File: config.mk
export PLATFORM = sky130hd
export DESIGN_NAME = uart_core
export DESIGN_NICKNAME = d
export VERILOG_FILES = /design/src/rtl/uart_pkg.sv /design/src/rtl/uart_rx.sv /design/src/rtl/uart_core.sv
export SDC_FILE = /design/constraint.sdc
export NUM_CORES = 1
export LEC_CHECK = 0
export CORE_ASPECT_RATIO = 0.6
export CORE_UTILIZATION = 55
export CTS_CLUSTER_DIAMETER = 30
export DETAILED_ROUTE_END_ITERATION = 16
export GPL_ROUTABILITY_DRIVEN = 0
export PLACE_DENSITY = 0.77
export SLEW_MARGIN = 5
export SYNTH_ARGS = -nofsm -noshare
export SYNTH_HDL_FRONTEND = slang
export SYNTH_SLANG_ARGS = --single-unit
File: constraint.sdc
create_clock -name clk -period 3.27 [get_ports clk]
set_clock_uncertainty 0.1 [all_clocks]
set_input_delay 0.327 -clock clk [delete_from_list [all_inputs] [get_ports clk]]
set_output_delay 0.327 -clock clk [all_outputs]
set_load 0.1 [all_outputs]
File: src/rtl/uart_pkg.sv
// Shared types and rate helpers for the 8N1 UART core.
// State encodings for both directions plus the clock-divider calculation.
package uart_pkg;

    typedef enum logic [1:0] {
        TX_IDLE,
        TX_START,
        TX_DATA,
        TX_STOP
    } tx_state_e;

    typedef enum logic [2:0] {
        RX_IDLE,
        RX_START,
        RX_DATA,
        RX_STOP,
        RX_ERROR
    } rx_state_e;

    localparam int RX_OVERSAMPLE = 16;

    // Integer-truncated clock cycles per (bit / oversample).
    function automatic int uart_div(input int clk_hz, input int bit_hz, input int oversample);
        return clk_hz / (bit_hz * oversample);
    endfunction

endpackage

File: src/rtl/uart_rx.sv
// UART receiver: rx synchroniser, 16x oversampler and frame state machine.
// Each bit is 16 ticks; the stop bit is judged at mid-bit so back-to-back frames fit.
module uart_rx
    import uart_pkg::*;
#(
    parameter int RX_DIV = 325
) (
    input  logic       clk,
    input  logic       rst,
    input  logic       rx,
    output logic       received,
    output logic [7:0] rx_byte,
    output logic       is_receiving,
    output logic       recv_error,
    output logic [3:0] rx_samples,
    output logic [3:0] rx_sample_countdown
);

    localparam int DW = (RX_DIV > 1) ? $clog2(RX_DIV) : 1;
    localparam logic [DW-1:0] DIV_LAST = DW'(RX_DIV - 1);

    logic            sync1_q, sync2_q;
    logic [DW-1:0]   div_q, div_d;
    rx_state_e       state_q, state_d;
    logic [3:0]      samples_q, samples_d;
    logic [3:0]      countdown_q, countdown_d;
    logic [2:0]      bit_cnt_q, bit_cnt_d;
    logic [7:0]      shift_q, shift_d;
    logic [7:0]      rx_byte_q, rx_byte_d;
    logic            received_q, received_d;
    logic            recv_error_q, recv_error_d;

    logic            rx_sync;
    logic            tick;
    logic [3:0]      sample_sum;
    logic            bit_val;

    assign rx_sync = sync2_q;

    always_comb begin
        state_d      = state_q;
        samples_d    = samples_q;
        countdown_d  = countdown_q;
        bit_cnt_d    = bit_cnt_q;
        shift_d      = shift_q;
        rx_byte_d    = rx_byte_q;
        received_d   = 1'b0;
        recv_error_d = 1'b0;

        tick       = (div_q == DIV_LAST);
        div_d      = tick ? '0 : div_q + 1'b1;
        sample_sum = samples_q + {3'b000, rx_sync};
        // 15 samples are counted per bit; the 16th tick only closes the bit.
        bit_val    = (samples_q >= 4'd8);

        unique case (state_q)
            RX_IDLE: begin
                if (!rx_sync) begin
                    state_d     = RX_START;
                    countdown_d = 4'd15;
                    samples_d   = 4'd0;
                    bit_cnt_d   = 3'd0;
                    div_d       = '0;
                end
            end
            RX_START, RX_DATA: begin
                if (tick) begin
                    if (countdown_q == 4'd0) begin
                        countdown_d = 4'd15;
                        samples_d   = 4'd0;
                        if (state_q == RX_START) begin
                            state_d = bit_val ? RX_IDLE : RX_DATA;
                        end else begin
                            shift_d   = {bit_val, shift_q[7:1]};
                            bit_cnt_d = bit_cnt_q + 3'd1;
                            if (bit_cnt_q == 3'd7) begin
                                state_d = RX_STOP;
                            end
                        end
                    end else begin
                        samples_d   = sample_sum;
                        countdown_d = countdown_q - 4'd1;
                    end
                end
            end
            RX_STOP: begin
                if (tick) begin
                    samples_d   = sample_sum;
                    countdown_d = countdown_q - 4'd1;
                    // Eighth tick of the stop bit: majority of 8 decides.
                    if (countdown_q == 4'd8) begin
                        if (sample_sum >= 4'd5) begin
                            rx_byte_d  = shift_q;
                            received_d = 1'b1;
                            state_d    = RX_IDLE;
                        end else begin
                            recv_error_d = 1'b1;
                            state_d      = RX_ERROR;
                        end
                    end
                end
            end
            RX_ERROR: begin
                if (rx_sync) begin
                    state_d = RX_IDLE;
                end
            end
            default: state_d = RX_IDLE;
        endcase
    end

    always_ff @(posedge clk or negedge rst) begin
        if (!rst) begin
            sync1_q      <= 1'b1;
            sync2_q      <= 1'b1;
            div_q        <= '0;
            state_q      <= RX_IDLE;
            samples_q    <= 4'd0;
            countdown_q  <= 4'd0;
            bit_cnt_q    <= 3'd0;
            shift_q      <= 8'd0;
            rx_byte_q    <= 8'd0;
            received_q   <= 1'b0;
            recv_error_q <= 1'b0;
        end else begin
            sync1_q      <= rx;
            sync2_q      <= sync1_q;
            div_q        <= div_d;
            state_q      <= state_d;
            samples_q    <= samples_d;
            countdown_q  <= countdown_d;
            bit_cnt_q    <= bit_cnt_d;
            shift_q      <= shift_d;
            rx_byte_q    <= rx_byte_d;
            received_q   <= received_d;
            recv_error_q <= recv_error_d;
        end
    end

    assign received            = received_q;
    assign rx_byte             = rx_byte_q;
    assign recv_error          = recv_error_q;
    assign rx_samples          = samples_q;
    assign rx_sample_countdown = countdown_q;
    assign is_receiving        = (state_q == RX_START) || (state_q == RX_DATA) ||
                                 (state_q == RX_STOP);

endmodule

File: src/rtl/uart_core.sv
// Full-duplex 8N1 UART: transmitter lives here, receiver in uart_rx.
// Bit timing comes from integer division of the system clock.
module uart_core
    import uart_pkg::*;
#(
    parameter int baud_rate    = 19200,
    parameter int sys_clk_freq = 100000000
) (
    input  logic       clk,
    input  logic       rst,
    input  logic       rx,
    output logic       tx,
    input  logic       transmit,
    input  logic [7:0] tx_byte,
    output logic       received,
    output logic [7:0] rx_byte,
    output logic       is_receiving,
    output logic       is_transmitting,
    output logic       recv_error,
    output logic [3:0] rx_samples,
    output logic [3:0] rx_sample_countdown
);

    localparam int TX_DIV = uart_div(sys_clk_freq, baud_rate, 1);
    localparam int RX_DIV = uart_div(sys_clk_freq, baud_rate, RX_OVERSAMPLE);
    localparam int TW     = (TX_DIV > 1) ? $clog2(TX_DIV) : 1;
    localparam logic [TW-1:0] TX_LAST = TW'(TX_DIV - 1);

    tx_state_e      tx_state_q, tx_state_d;
    logic [TW-1:0]  tx_div_q, tx_div_d;
    logic [2:0]     tx_bit_q, tx_bit_d;
    logic [7:0]     tx_data_q, tx_data_d;
    logic           tx_q, tx_d;
    logic           transmit_prev_q;
    logic           bit_done;

    always_comb begin
        tx_state_d = tx_state_q;
        tx_bit_d   = tx_bit_q;
        tx_data_d  = tx_data_q;
        tx_d       = tx_q;
        bit_done   = (tx_div_q == TX_LAST);
        tx_div_d   = bit_done ? '0 : tx_div_q + 1'b1;

        unique case (tx_state_q)
            TX_IDLE: begin
                tx_d     = 1'b1;
                tx_div_d = '0;
                // Edge, not level: a held request yields a single frame.
                if (transmit && !transmit_prev_q) begin
                    tx_data_d  = tx_byte;
                    tx_state_d = TX_START;
                    tx_d       = 1'b0;
                end
            end
            TX_START: begin
                if (bit_done) begin
                    tx_state_d = TX_DATA;
                    tx_bit_d   = 3'd0;
                    tx_d       = tx_data_q[0];
                end
            end
            TX_DATA: begin
                if (bit_done) begin
                    if (tx_bit_q == 3'd7) begin
                        tx_state_d = TX_STOP;
                        tx_d       = 1'b1;
                    end else begin
                        tx_bit_d  = tx_bit_q + 3'd1;
                        tx_data_d = {1'b0, tx_data_q[7:1]};
                        tx_d      = tx_data_q[1];
                    end
                end
            end
            TX_STOP: begin
                if (bit_done) begin
                    tx_state_d = TX_IDLE;
                end
            end
            default: tx_state_d = TX_IDLE;
        endcase
    end

    always_ff @(posedge clk or negedge rst) begin
        if (!rst) begin
            tx_state_q      <= TX_IDLE;
            tx_div_q        <= '0;
            tx_bit_q        <= 3'd0;
            tx_data_q       <= 8'd0;
            tx_q            <= 1'b1;
            transmit_prev_q <= 1'b0;
        end else begin
            tx_state_q      <= tx_state_d;
            tx_div_q        <= tx_div_d;
            tx_bit_q        <= tx_bit_d;
            tx_data_q       <= tx_data_d;
            tx_q            <= tx_d;
            transmit_prev_q <= transmit;
        end
    end

    assign tx              = tx_q;
    assign is_transmitting = (tx_state_q != TX_IDLE);

    uart_rx #(
        .RX_DIV(RX_DIV)
    ) u_rx (
        .clk                 (clk),
        .rst                 (rst),
        .rx                  (rx),
        .received            (received),
        .rx_byte             (rx_byte),
        .is_receiving        (is_receiving),
        .recv_error          (recv_error),
        .rx_samples          (rx_samples),
        .rx_sample_countdown (rx_sample_countdown)
    );

endmodule

==> impl_metrics.ini, run 1 <==
[run_status]
status = completed

[finish]
n_antenna_cell = 0
multiInputGateArea_mm2 = 0.00176
nets = 406
register_area_mm2 = 0.00178
fin_cells = 467
area_growth_syn_to_layout_pct = 17.0
drive_above_1_share_pct = 15.9
stdcell_area_mm2 = 0.00429
final.fill_count = 493

[clock_tree]
ctsHtreeMaxLevel = 3
clock_sinks = 71
postCtsSetupBuffers = 0
cts_tree = built
cts_resized = 0
clk-insertion-delay-late_ns = 0.34
numCtsBuffers = 9
root_buffer = clkbuf_8
clk_pin_slew_ns = 0.07
clock_path_buffers = 2

[floorplanning]
pin_count = 33
die_w_um = 107
core_area_mm2 = 0.00628
die_h_um = 65.3
start_util_pct = 58.5
rows = 22
die-area_mm2 = 0.00701

[placed_design]
pre_cts_ws_ns = 0.729
place_inst = 450
place_hpwl_um = 5240
portBuffers = 32
postPlaceCellArea_mm2 = 0.00406

[synth]
netlist_area_mm2 = 0.00367
synth.distinct_cells = 62
ys_top_cells_by_area = dfrtp_1, ha_1, mux2_2
seq_area_frac_synth_pct = 48.5
yosysTopAreaCell = dfrtp_1
yosys_register_bits = 71
synth_edf_count = 0
synthCells = 340
avgSynthCellArea_um2 = 10.8
synth_top_area_share_pct = 46.4
synth_async_sr_flop_share_pct = 100
yosysWarnings = 0
synth_fp_nets = 368
yosys-top-cells-count = dfrtp_1, nand2_1, nor2_1
yosysMostFrequentCell = dfrtp_1
ys.flop_type = dfrtp_1

[detailed_routing]
avgRoutedWirePerCell_um = 15.7
totalWireLength_um = 7330
drt_pass1_iterations = 4
route.met3.wl_um = 321
m1WireLength_um = 3920
drt_iter0_drc = 220
via_per_inst = 5.75
wl_met2_um = 3050
vias = 2684
drc = 0
dr.max_layer_used = met4
ant_nets = 0

[pwr]
irDropWorstVdd_v = 0.000383
cellPowerDensity_mw_per_mm2 = 397
power_w = 0.00171
leakagePower_nw = 1.94

[worst_setup_path]
worst-setup-path-type = reg2reg
cp_max_fo = 9
r2r_setup_slack_ns = 0.70
crit_path_start_kind = flop
slowest_delay_ns = 0.61
worst_path_most_repeated_cell = ha_1
path_cells = ha_1 -> ha_1 -> o21a_1 -> o21ai_0 -> a311oi_4 -> mux2_2
end_kind = flop
cpMaxStageDelayCell = a311oi_4
cp.required_ns = 3.39
cp.arrival_ns = 2.69

[hold_path]
hold_path.class = reg2reg

[sta]
fmax_mhz = 390
setup_violations = 0
final.min_clock_period_ns = 2.57
final_max_slew_viol_count = 0
tightestPinTransition_ns = 0.983
setup_ws_ns = 0.703
rsz0062_at_grt = false
max-slew-margin-rel_pct = 34.3
hold_viol_final = 0
fin_tns_setup_ns = 0
fin_crit_sh_pct = 78.5

[grt]
track_usage_pct = 23.6
grt_pass1_wl_um = 12700
antenna_found_initial = 0
grt_pass1_vias = 2575
grt_max_degree = 35
grt_overflow = 0

[job]
cap_violations = 0
[path summary, 6_finish.rpt]
path | start | endpoint | cells past startpoint
min in group asynchronous | rst | u_rx.rx_byte[0] | 2
worst min register to register | u_rx.sync1_q | u_rx.rx_sync | 0
worst max register to register | u_rx.rx_sync | u_rx.rx_byte[7] | 6
worst min-delay path | u_rx.sync1_q | u_rx.rx_sync | 0
worst max-delay path | u_rx.rx_sync | u_rx.rx_byte[7] | 6
max in group asynchronous | rst | u_rx.rx_sync | 3
[what timing repair did]
action | in CTS | in global routing
endpoints found under the hold margin | 31 | 0
hold buffers | 1 | 0
endpoints found under the setup margin | 0 | 0
[report_power, final]
| part | leakage [nW] | internal, W | switching, W | total, W |
|---|---|---|---|---|
| logic | 0.921 | 0.0000193 | 0.0000230 | 0.0000423 |
| registers | 0.911 | 0.000885 | 0.00000529 | 0.000890 |
| clock network | 0.110 | 0.000451 | 0.000322 | 0.000773 |
| total | 1.94 | 0.00135 | 0.000350 | 0.00171 |
[cells in the final DEF, fill, tap and decap left out, drive strengths merged, types with 10 or more instances in the layout]
| cell type | count |
|---|---|
| ha | 16 |
| mux2 | 20 |
| inv | 17 |
| clkbuf | 11 |
| dfrtp | 68 |
| xor2 | 12 |
| nand2 | 32 |
| nand3 | 11 |
| clkdlybuf4s50 | 27 |
| o21ai | 15 |
| buf | 10 |
| nor2 | 25 |
[state kept, by name (all words and copies together) (netlist names), 2 cells and up]
register / count
u_rx.div_q: 9
u_rx.state_q: 3
tx_state_q: 2
u_rx.shift_q: 8
u_rx.rx_samples: 4
tx_bit_q: 3
u_rx.bit_cnt_q: 3
u_rx.rx_sample_countdown: 4
tx_div_q: 13
tx_data_q: 8
u_rx.rx_byte: 8
[worst max-delay path, delay by kind of cell (launching register included)]
family	cells	cell delay [ns]
fa+ha+maj	2	0.46
mux	1	0.40
compound gates	3	0.90
flops	1	0.59
[cells by family after synthesis]
family | count (synthesis) | synth area share [%]
adder cells (fa/ha/maj) | 16 | 5.46
multiplexers | 24 | 8.05
XOR/XNOR | 19 | 4.54
buffers and inverters | 29 | 3.38
flip-flops | 71 | 48.5
AND/OR/NAND/NOR | 126 | 18.7
AO/OA/AOI/OAI | 55 | 11.4
[metrics by stage]
stage	utilization (%)	hold slack, ns
6_report	68.4	0.265
5_1_grt	68.4	0.269
4_1_cts	68.4	0.262
3_5_place_dp	64.7	0.247
3_3_place_gp	64.7	0.254
2_1_floorplan	-	-0.0686
[layer usage]
metal / track usage, % / vias up
met5: 0 / -
met4: 6.51 / 0
met3: 6.75 / 4
met2: 32.8 / 51
met1: 35.7 / 1322
li1: - / 1307
[final cells by class]
class / instances / share of cell area (%)
clock inverter: 5 / 1.89
timing repair buffer: 38 / 8.22
clock buffer: 11 / 3.29
sequential: 71 / 41.5
tap: 84 / 2.45
inverter: 18 / 1.57
multi-input combinational: 240 / 41.1
No activity file was read; power rests on OpenSTA's default activity.
==> run 2: changes to the inputs <==
CORE_UTILIZATION = 52   (was 55)
PLACE_DENSITY = 0.76   (was 0.77)
clock period = 2.1 ns   (was 3.27 ns; I/O delays follow)
==> impl_metrics.ini, run 2 (synthesis gave the netlist of run 1 again) <==
[run_status]
status = complete, but fails checks
violations = negative setup slack

[finish]
area_growth_syn_to_layout_pct = 33.2
final.fill_count = 484
top_register = tx_div_q
multiInputGateArea_mm2 = 0.00193
nets = 447
layout_commonest_cell = buf_4
final_cell_mix = buf_4, dfrtp_1, nand2_1
drive_above_1_share_pct = 35.8
reg_top3 = tx_div_q (13), u_rx.div_q (9)
n_antenna_cell = 0
stdcell_area_mm2 = 0.00489
largest_reg_flops = 13
register_area_mm2 = 0.00180

[worst_setup_path]
cp_max_fo = 5
r2r_setup_slack_ns = -0.11
cpMaxStageDelayCell = dfrtp_4
worst-setup-path-type = reg2reg
crit_path_start_kind = flop
slowest_delay_ns = 0.49
reg2reg_to = u_rx.rx_byte[0]
cp.required_ns = 2.23
worst_path_most_repeated_cell = ha_4
cp.arrival_ns = 2.34
path_cells = ha_4 -> ha_4 -> o21a_1 -> o21ai_2 -> a311oi_4 -> buf_6 -> mux2_4
reg2reg_from = u_rx.rx_samples[0]
end_kind = flop
reg2reg_depth = 7

[grt]
grt_pass1_wl_um = 14000
grt_pass1_vias = 2772
track_usage_pct = 25.0
grt_overflow = 0
antenna_found_initial = 0
grt_max_degree = 72

[sta]
final.min_clock_period_ns = 2.21
fin_crit_sh_pct = 105
rsz0062_at_grt = true
setup_violations = 9
tightestPinTransition_ns = 0.422
setup_ws_ns = -0.110
fmax_mhz = 452
final_max_slew_viol_count = 0
hold_viol_final = 0
max-slew-margin-rel_pct = 71.8

[hold_path]
hold_path_depth = 1
hold_path.class = in2reg
hold_start = rx
whs_endpoint = u_rx.sync1_q

[pwr]
cellPowerDensity_mw_per_mm2 = 611
irDropWorstVdd_v = 0.000639
leakagePower_nw = 2.24

[floorplanning]
pin_count = 33
die_w_um = 110
start_util_pct = 54.5
die_h_um = 67.1
die-area_mm2 = 0.00741
rows = 23
core_area_mm2 = 0.00673

[clock_tree]
clk_pin_slew_ns = 0.06
clock_sinks = 71
numCtsBuffers = 9
ctsHtreeMaxLevel = 3
cts_tree = built
clk-insertion-delay-late_ns = 0.34
clock_path_buffers = 2
root_buffer = clkbuf_16

[detailed_routing]
via_per_inst = 5.72
vias = 2921
totalWireLength_um = 8500
ant_nets = 0
drt_iter0_drc = 301
drc = 0
avgRoutedWirePerCell_um = 16.6
drt_pass1_iterations = 5

[job]
cap_violations = 0

[placed_design]
postPlaceCellArea_mm2 = 0.00447
portBuffers = 32
pre_cts_ws_ns = -0.159
place_hpwl_um = 5720
[run 2: layer usage]
metal	vias up	wire, µm	track usage (%)
li1	1386	-	-
met1	1426	4250	35.5
met2	96	3580	35.2
met3	13	578	8.83
met4	0	90	8.00
met5	-	0	0
[run 2: final cells by class]
class                   instances  share of cell area [%]
flip-flops and latches         71                    36.9
repair buffers                 79                    13.6
well taps                      87                    2.23
clock inverters                 6                    1.23
clock buffers                  10                    4.89
multi-input cells             240                    39.6
inverters                      18                    1.59
[run 2: worst max path at each step]
| stage | from | endpoint | slack (ns) | cells past startpoint |
|---|---|---|---|---|
| after detailed placement | u_rx.rx_samples[0] | u_rx.rx_byte[2] | -0.16 | 7 |
| after global routing | u_rx.rx_samples[0] | u_rx.rx_byte[0] | -0.14 | 7 |
| after global placement | u_rx.rx_samples[0] | u_rx.rx_byte[0] | -0.11 | 7 |
| after floorplan | u_rx.rx_samples[0] | u_rx.rx_byte[0] | -0.35 | 6 |
| final | u_rx.rx_samples[0] | u_rx.rx_byte[0] | -0.11 | 7 |
| after CTS | u_rx.rx_samples[0] | u_rx.rx_byte[2] | -0.17 | 8 |
[run 2: stage by stage]
stage | util [%] | std cells | hold WS (ns) | total power, W | setup TNS (ns)
after floorplan | - | 340 | -0.186 | 0.00143 | -3.42
after global placement | 66.4 | 490 | 0.166 | 0.00148 | -0.866
after detailed placement | 66.4 | 490 | 0.164 | 0.00148 | -1.20
after CTS | 72.0 | 510 | 0.165 | 0.00301 | -1.30
after global routing | 72.6 | 511 | 0.175 | 0.00308 | -1.48
final | 72.6 | 511 | 0.173 | 0.00298 | -0.714
[run 2: timing repair]
| action | CTS | global route |
|---|---|---|
| hold buffers | 1 | 0 |
| buffers inserted | 3 | 3 |
| endpoints found under the setup margin | 9 | 24 |
| pin swaps | 6 | 11 |
| gates cloned | 1 | 0 |
| gates resized for setup | 10 | 15 |
| endpoints found under the hold margin | 68 | 0 |
[run 2: power by group]
| part | leakage (nW) | internal (W) | switching [W] |
|---|---|---|---|
| clock | 0.144 | 0.000944 | 0.000582 |
| combinational | 1.19 | 0.0000336 | 0.0000370 |
| sequential | 0.906 | 0.00138 | 0.00000718 |
| total | 2.24 | 0.00236 | 0.000627 |
[run 2: critical path: cells and delay by family, from the launching register on]
family	cells	cell delay, ns
AO/OA/AOI/OAI	3	0.55
buffers and inverters	1	0.20
flip-flops	1	0.49
multiplexers	1	0.31
adder cells (fa/ha/maj)	2	0.45
